**src/rtl/spi_target_if.sv**
```systemverilog
// SPI mode-0 pin bundle between a controller and an spi_target.
interface spi_target_if;
  logic sclk;
  logic cs_n;
  logic mosi;
  logic miso;

  modport master (output sclk, output cs_n, output mosi, input miso);
  modport slave  (input sclk, input cs_n, input mosi, output miso);
endinterface

```
**src/rtl/spi_target.sv**
```systemverilog
// SPI mode-0 target: oversamples the SPI pins on clk, writes every received byte
// to an attached byte memory and returns that memory's contents on miso.
module spi_target #(
  parameter int MEMORY_SIZE_IN_BYTES = 64,
  parameter int SYNC_STAGES          = 2,
  localparam int AW                  = $clog2(MEMORY_SIZE_IN_BYTES)
) (
  input  logic          clk,
  input  logic          rst_n,
  spi_target_if.slave   spi,
  input  logic [7:0]    data_in,
  output logic [7:0]    data_out,
  output logic          wr,
  output logic [AW-1:0] address,
  output logic [AW-1:0] byte_count,
  output logic          frame_done
);

  typedef enum logic [1:0] {IDLE, LOAD, SHIFT, WRITE} state_t;

  logic [SYNC_STAGES-1:0] sclk_sync, cs_sync, mosi_sync;
  logic                   sclk_d, cs_d;
  logic                   sclk_s, cs_s, mosi_s;
  logic                   sclk_rise, sclk_fall, cs_rise, cs_fall;

  state_t        state;
  logic [2:0]    bit_cnt;
  logic [6:0]    rx_shift, tx_shift;
  logic          have_byte, miso_q;
  logic [AW-1:0] address_next, count_next;

  always_ff @(posedge clk or negedge rst_n) begin
    if (!rst_n) begin
      sclk_sync <= '0;
      cs_sync   <= '1;
      mosi_sync <= '0;
      sclk_d    <= 1'b0;
      cs_d      <= 1'b1;
    end else begin
      sclk_sync <= {sclk_sync[SYNC_STAGES-2:0], spi.sclk};
      cs_sync   <= {cs_sync[SYNC_STAGES-2:0], spi.cs_n};
      mosi_sync <= {mosi_sync[SYNC_STAGES-2:0], spi.mosi};
      sclk_d    <= sclk_s;
      cs_d      <= cs_s;
    end
  end

  assign sclk_s    = sclk_sync[SYNC_STAGES-1];
  assign cs_s      = cs_sync[SYNC_STAGES-1];
  assign mosi_s    = mosi_sync[SYNC_STAGES-1];
  assign sclk_rise = sclk_s & ~sclk_d;
  assign sclk_fall = ~sclk_s & sclk_d;
  assign cs_rise   = cs_s & ~cs_d;
  assign cs_fall   = ~cs_s & cs_d;

  assign address_next = (address == AW'(MEMORY_SIZE_IN_BYTES - 1)) ? '0 : address + 1'b1;
  assign count_next   = (byte_count == AW'(MEMORY_SIZE_IN_BYTES - 1)) ? '0 : byte_count + 1'b1;
  assign spi.miso     = miso_q;

  // Deselect parks address at 0 so the next LOAD already sees memory[0] on data_in.
  always_ff @(posedge clk or negedge rst_n) begin
    if (!rst_n) begin
      state      <= IDLE;
      bit_cnt    <= '0;
      rx_shift   <= '0;
      tx_shift   <= '0;
      have_byte  <= 1'b0;
      miso_q     <= 1'b1;
      wr         <= 1'b0;
      frame_done <= 1'b0;
      data_out   <= '0;
      address    <= '0;
      byte_count <= '0;
    end else begin
      wr         <= 1'b0;
      frame_done <= 1'b0;
      unique case (state)
        IDLE: begin
          miso_q <= 1'b1;
          if (cs_fall) state <= LOAD;
        end
        LOAD: begin
          address    <= '0;
          byte_count <= '0;
          bit_cnt    <= '0;
          have_byte  <= 1'b0;
          rx_shift   <= '0;
          miso_q     <= data_in[7];
          tx_shift   <= data_in[6:0];
          if (cs_rise) begin
            state      <= IDLE;
            miso_q     <= 1'b1;
            frame_done <= 1'b1;
          end else begin
            state <= SHIFT;
          end
        end
        SHIFT: begin
          if (cs_rise) begin
            state      <= IDLE;
            miso_q     <= 1'b1;
            frame_done <= 1'b1;
            bit_cnt    <= '0;
            address    <= '0;
          end else if (sclk_rise) begin
            rx_shift <= {rx_shift[5:0], mosi_s};
            if (bit_cnt == 3'd7) begin
              data_out <= {rx_shift, mosi_s};
              bit_cnt  <= '0;
              wr       <= 1'b1;
              state    <= WRITE;
            end else begin
              bit_cnt <= bit_cnt + 3'd1;
            end
          end else if (sclk_fall) begin
            if (bit_cnt != 3'd0) begin
              miso_q   <= tx_shift[6];
              tx_shift <= {tx_shift[5:0], 1'b0};
            end else if (have_byte) begin
              miso_q   <= data_in[7];
              tx_shift <= data_in[6:0];
            end
          end
        end
        WRITE: begin
          address    <= address_next;
          byte_count <= count_next;
          have_byte  <= 1'b1;
          if (cs_rise) begin
            state      <= IDLE;
            miso_q     <= 1'b1;
            frame_done <= 1'b1;
            address    <= '0;
          end else begin
            state <= SHIFT;
          end
        end
      endcase
    end
  end

endmodule

```
**src/flat_wrapper.sv**
```systemverilog
// flat-port wrapper written by rule: the top's interface ports become plain ports
module spi_target_flat 
#(
  parameter int MEMORY_SIZE_IN_BYTES = 64,
  parameter int SYNC_STAGES          = 2,
  localparam int AW                  = $clog2(MEMORY_SIZE_IN_BYTES)
)
  (clk, rst_n, data_in, data_out, wr, address, byte_count, frame_done, spi_sclk, spi_cs_n, spi_mosi, spi_miso);
  spi_target_if spi_i ();
  input  logic clk;
  input  logic rst_n;
  input  logic [7:0] data_in;
  output logic [7:0] data_out;
  output logic wr;
  output logic [AW-1:0] address;
  output logic [AW-1:0] byte_count;
  output logic frame_done;
  input wire logic [$bits(spi_i.sclk)-1:0] spi_sclk;
  input wire logic [$bits(spi_i.cs_n)-1:0] spi_cs_n;
  input wire logic [$bits(spi_i.mosi)-1:0] spi_mosi;
  output wire logic [$bits(spi_i.miso)-1:0] spi_miso;
  assign spi_i.sclk = spi_sclk;
  assign spi_i.cs_n = spi_cs_n;
  assign spi_i.mosi = spi_mosi;
  assign spi_miso = spi_i.miso;
  spi_target #(.MEMORY_SIZE_IN_BYTES(MEMORY_SIZE_IN_BYTES), .SYNC_STAGES(SYNC_STAGES)) u_core (.clk(clk), .rst_n(rst_n), .spi(spi_i), .data_in(data_in), .data_out(data_out), .wr(wr), .address(address), .byte_count(byte_count), .frame_done(frame_done));
endmodule
```
**config.mk**
```make
export PLATFORM = sky130hd
export DESIGN_NAME = spi_target_flat
export DESIGN_NICKNAME = d
export VERILOG_FILES = /design/src/rtl/spi_target_if.sv /design/src/rtl/spi_target.sv /design/src/flat_wrapper.sv
export SDC_FILE = /design/constraint.sdc
export NUM_CORES = 1
export LEC_CHECK = 0
export CORE_ASPECT_RATIO = 1.1
export CORE_UTILIZATION = 40
export DETAILED_ROUTE_END_ITERATION = 7
export PLACE_DENSITY_LB_ADDON = 0.1
export SYNTH_ARGS = -nofsm -noshare
export SYNTH_HDL_FRONTEND = slang
export SYNTH_SLANG_ARGS = --single-unit
```
**constraint.sdc**
```tcl
create_clock -name clk -period 2.6 [get_ports clk]
set_input_delay 0.78 -clock clk [delete_from_list [all_inputs] [get_ports clk]]
set_output_delay 0.78 -clock clk [all_outputs]
set_load 0.005 [all_outputs]
```
==> results.cfg <==
[cts]
htreeDepth = 2
cts_buffers = 5
post_cts_resized = 0
cts_root_buf = clkbuf_8
cts_tree = yes
clock_tree.buffer_depth = 2
cts_hold_buf = 0
cts_setup_buffers = 0
numClockSinks = 51
clk_latency_ns = 0.30
path_clk_slew_ns = 0.09

[finish]
fin_nets = 261
finalNonFillerCells = 315
diodes = 0
drive_gt1_frac = 0.117
final_cell_mix = dfrtp_1, clkdlybuf4s50_1, nand2_1
final_common_cell = dfrtp_1
syn_to_final_growth_pct = 24.0
n_fill_cell = 516

[detailed_routing]
drt_pass1_iterations = 4
wirelength_um = 4100
vias = 1601
drt_iter0_markers = 73
drc = 0
ant_nets = 0
drt-vias-per-instance = 5.08
avgRoutedWirePerCell_um = 13.0

[sta]
hold_viol = 0
rsz0062_at_grt = no
period_share = 0.814
final.setup.tns_ns = 0
fin_hold_ws_ns = 0.351
setup_slack_ns = 0.485
worstMarginPinSlew_ns = 0.623
fmax_mhz = 473
fin_worst_skew_ns = 0.0128
setup_violations = 0
fin_crit_ns = 2.12
maxSlewViolCount = 0
slew_headroom = 0.585

[worst_setup_path]
path_delay_family = flip-flops
cp_max_fo = 2
r2r_cells = 5
endpoint = spi_miso
crit_required_ns = 1.82
cp-end-kind = primary output
critical_path_class = register to primary output
cp-start-kind = register
crit_path_cell_trace = clkdlybuf4s50_1
slowest_stage = dfstp_2
timing.rr.end = u_core.address[5]$_DFFE_PN0P_
cp.depth = 1
rrSetupSlack_ns = 0.69
crit_arrival_ns = 1.34
critPathBufInv = 1
r2r-start = u_core.state[0]$_DFFE_PN0P_
worst_path_largest_cell_delay_ns = 0.54
crit_start = u_core.spi.miso$_DFFE_PN1P_

[synth]
ys_warn_count = 0
syn_area_mm2 = 0.00232
yosysUniqueCellTypes = 42
synth_nets = 224
synth_seq_cells = 51
ys_seq_area_frac = 0.552
synth_edf_count = 0
async_flop_share = 1.00
synth_flop_cell = dfrtp_1
yosysTopAreaCell = dfrtp_1
syn_avg_cell_area_um2 = 11.5
synthTopCellsByArea = dfrtp_1, ha_1, dfstp_2
synth_top_area_share = 0.506
synth_cells = 202

[grt]
grt_max_degree = 52
grt_use_total = 0.153
grt_antenna_before_repair = 0
grt_overflow_total = 0
grt_pass1_vias = 1527
grt_first_pass_wirelength_um = 7030

[placed_design]
placedCellCount = 307
gp_congestion = 0.758
place_ws_ns = 0.676
numPortBuffers = 35
hpwl_um = 2880

[floorplan]
initial_core_util = 0.422
floorplan.die_area_mm2 = 0.00611
die_h_um = 81.9
rows = 28
die_w_um = 74.7
design.portCount = 36
core_mm2 = 0.00550

[run]
maxCapViolCount = 0

[min_path]
min_from = u_core.sclk_sync[0]$_DFF_PN0_
holdCritPathClass = register to register

[pwr]
vdd_drop_max_mv = 0.344
cellPowerDensity_mw_per_mm2 = 824
p_leak_nw = 1.32

[run_status]
status = finished clean
worst register-to-register path: cells and delay by family (launching register included):
kind | cells | cell delay (ns)
compound gates | 2 | 0.47
flops | 1 | 0.40
simple gates | 1 | 0.51
fa+ha+maj | 1 | 0.39
buf+inv | 1 | 0.09
final cells by class:
class / instances / area [µm²] / area share
flip-flops and latches: 51 / 1280 / 0.445
inverters: 10 / 37.5 / 0.0130
repair buffers: 37 / 360 / 0.125
clock inverters: 3 / 67.6 / 0.0235
well taps: 75 / 93.8 / 0.0326
multi-input cells: 134 / 970 / 0.337
clock buffers: 5 / 68.8 / 0.0239
state kept, by name (all words and copies together) (netlist names), 2 cells and up:
name / flops
u_core.bit_cnt: 3
u_core.tx_shift: 7
u_core.mosi_sync: 2
u_core.rx_shift: 7
u_core.address: 6
u_core.data_out: 8
u_core.sclk_sync: 2
u_core.state: 2
u_core.cs_sync: 2
u_core.byte_count: 6
per-layer routing:
layer / wire length (µm) / track usage
met5: 0 / 0
met4: 53 / 0.0453
met3: 138 / 0.0368
met2: 1910 / 0.243
met1: 1990 / 0.207
cells in the mapped netlist, types with 4 or more instances:
master,count
a21o_1,5
a21oi_1,12
a22o_1,8
a31oi_1,8
dfrtp_1,47
dfstp_2,4
ha_1,9
inv_1,10
mux2_2,8
mux2i_1,6
nand2_1,17
nand2b_1,6
nand3_1,6
nor2_1,7
o21ai_0,10
kinds of logic (layout without fill, tap and decap cells):
| family | count (synthesis) | after routing | share of synthesized area |
|---|---|---|---|
| AO/OA/AOI/OAI | 59 | 59 | 0.184 |
| flip-flops | 51 | 51 | 0.552 |
| AND/OR/NAND/NOR | 50 | 50 | 0.113 |
| buffers and inverters | 17 | 55 | 0.0307 |
| multiplexers | 14 | 14 | 0.0647 |
| adder cells (fa/ha/maj) | 9 | 9 | 0.0485 |
| XOR/XNOR | 2 | 2 | 0.00754 |
worst min path at each step:
stage / to / slack [ns] / cells past startpoint
6_report: u_core.sclk_sync[1]$_DFF_PN0_ / 0.35 / 0
5_1_grt: u_core.cs_sync[1]$_DFF_PN1_ / 0.36 / 0
4_1_cts: u_core.sclk_sync[1]$_DFF_PN0_ / 0.36 / 0
3_5_place_dp: u_core.sclk_sync[1]$_DFF_PN0_ / 0.34 / 0
3_3_place_gp: u_core.sclk_sync[1]$_DFF_PN0_ / 0.33 / 0
2_1_floorplan: u_core.mosi_sync[1]$_DFF_PN0_ / 0.33 / 0
metrics by stage:
stage | power [mW] | instance area (µm²) | util
after floorplan | 1.53 | 2320 | -
after global placement | 1.75 | 2740 | 0.499
after detailed placement | 1.75 | 2740 | 0.499
after CTS | 2.40 | 2880 | 0.523
after global routing | 2.55 | 2880 | 0.523
final | 2.37 | 2880 | 0.523
where the power goes:
| group | switching (mW) | internal [mW] | leakage, nW |
|---|---|---|---|
| sequential | 0.0796 | 0.920 | 0.662 |
| combinational | 0.430 | 0.301 | 0.589 |
| clock | 0.257 | 0.384 | 0.0644 |
Power figures use the tool's default switching activity.
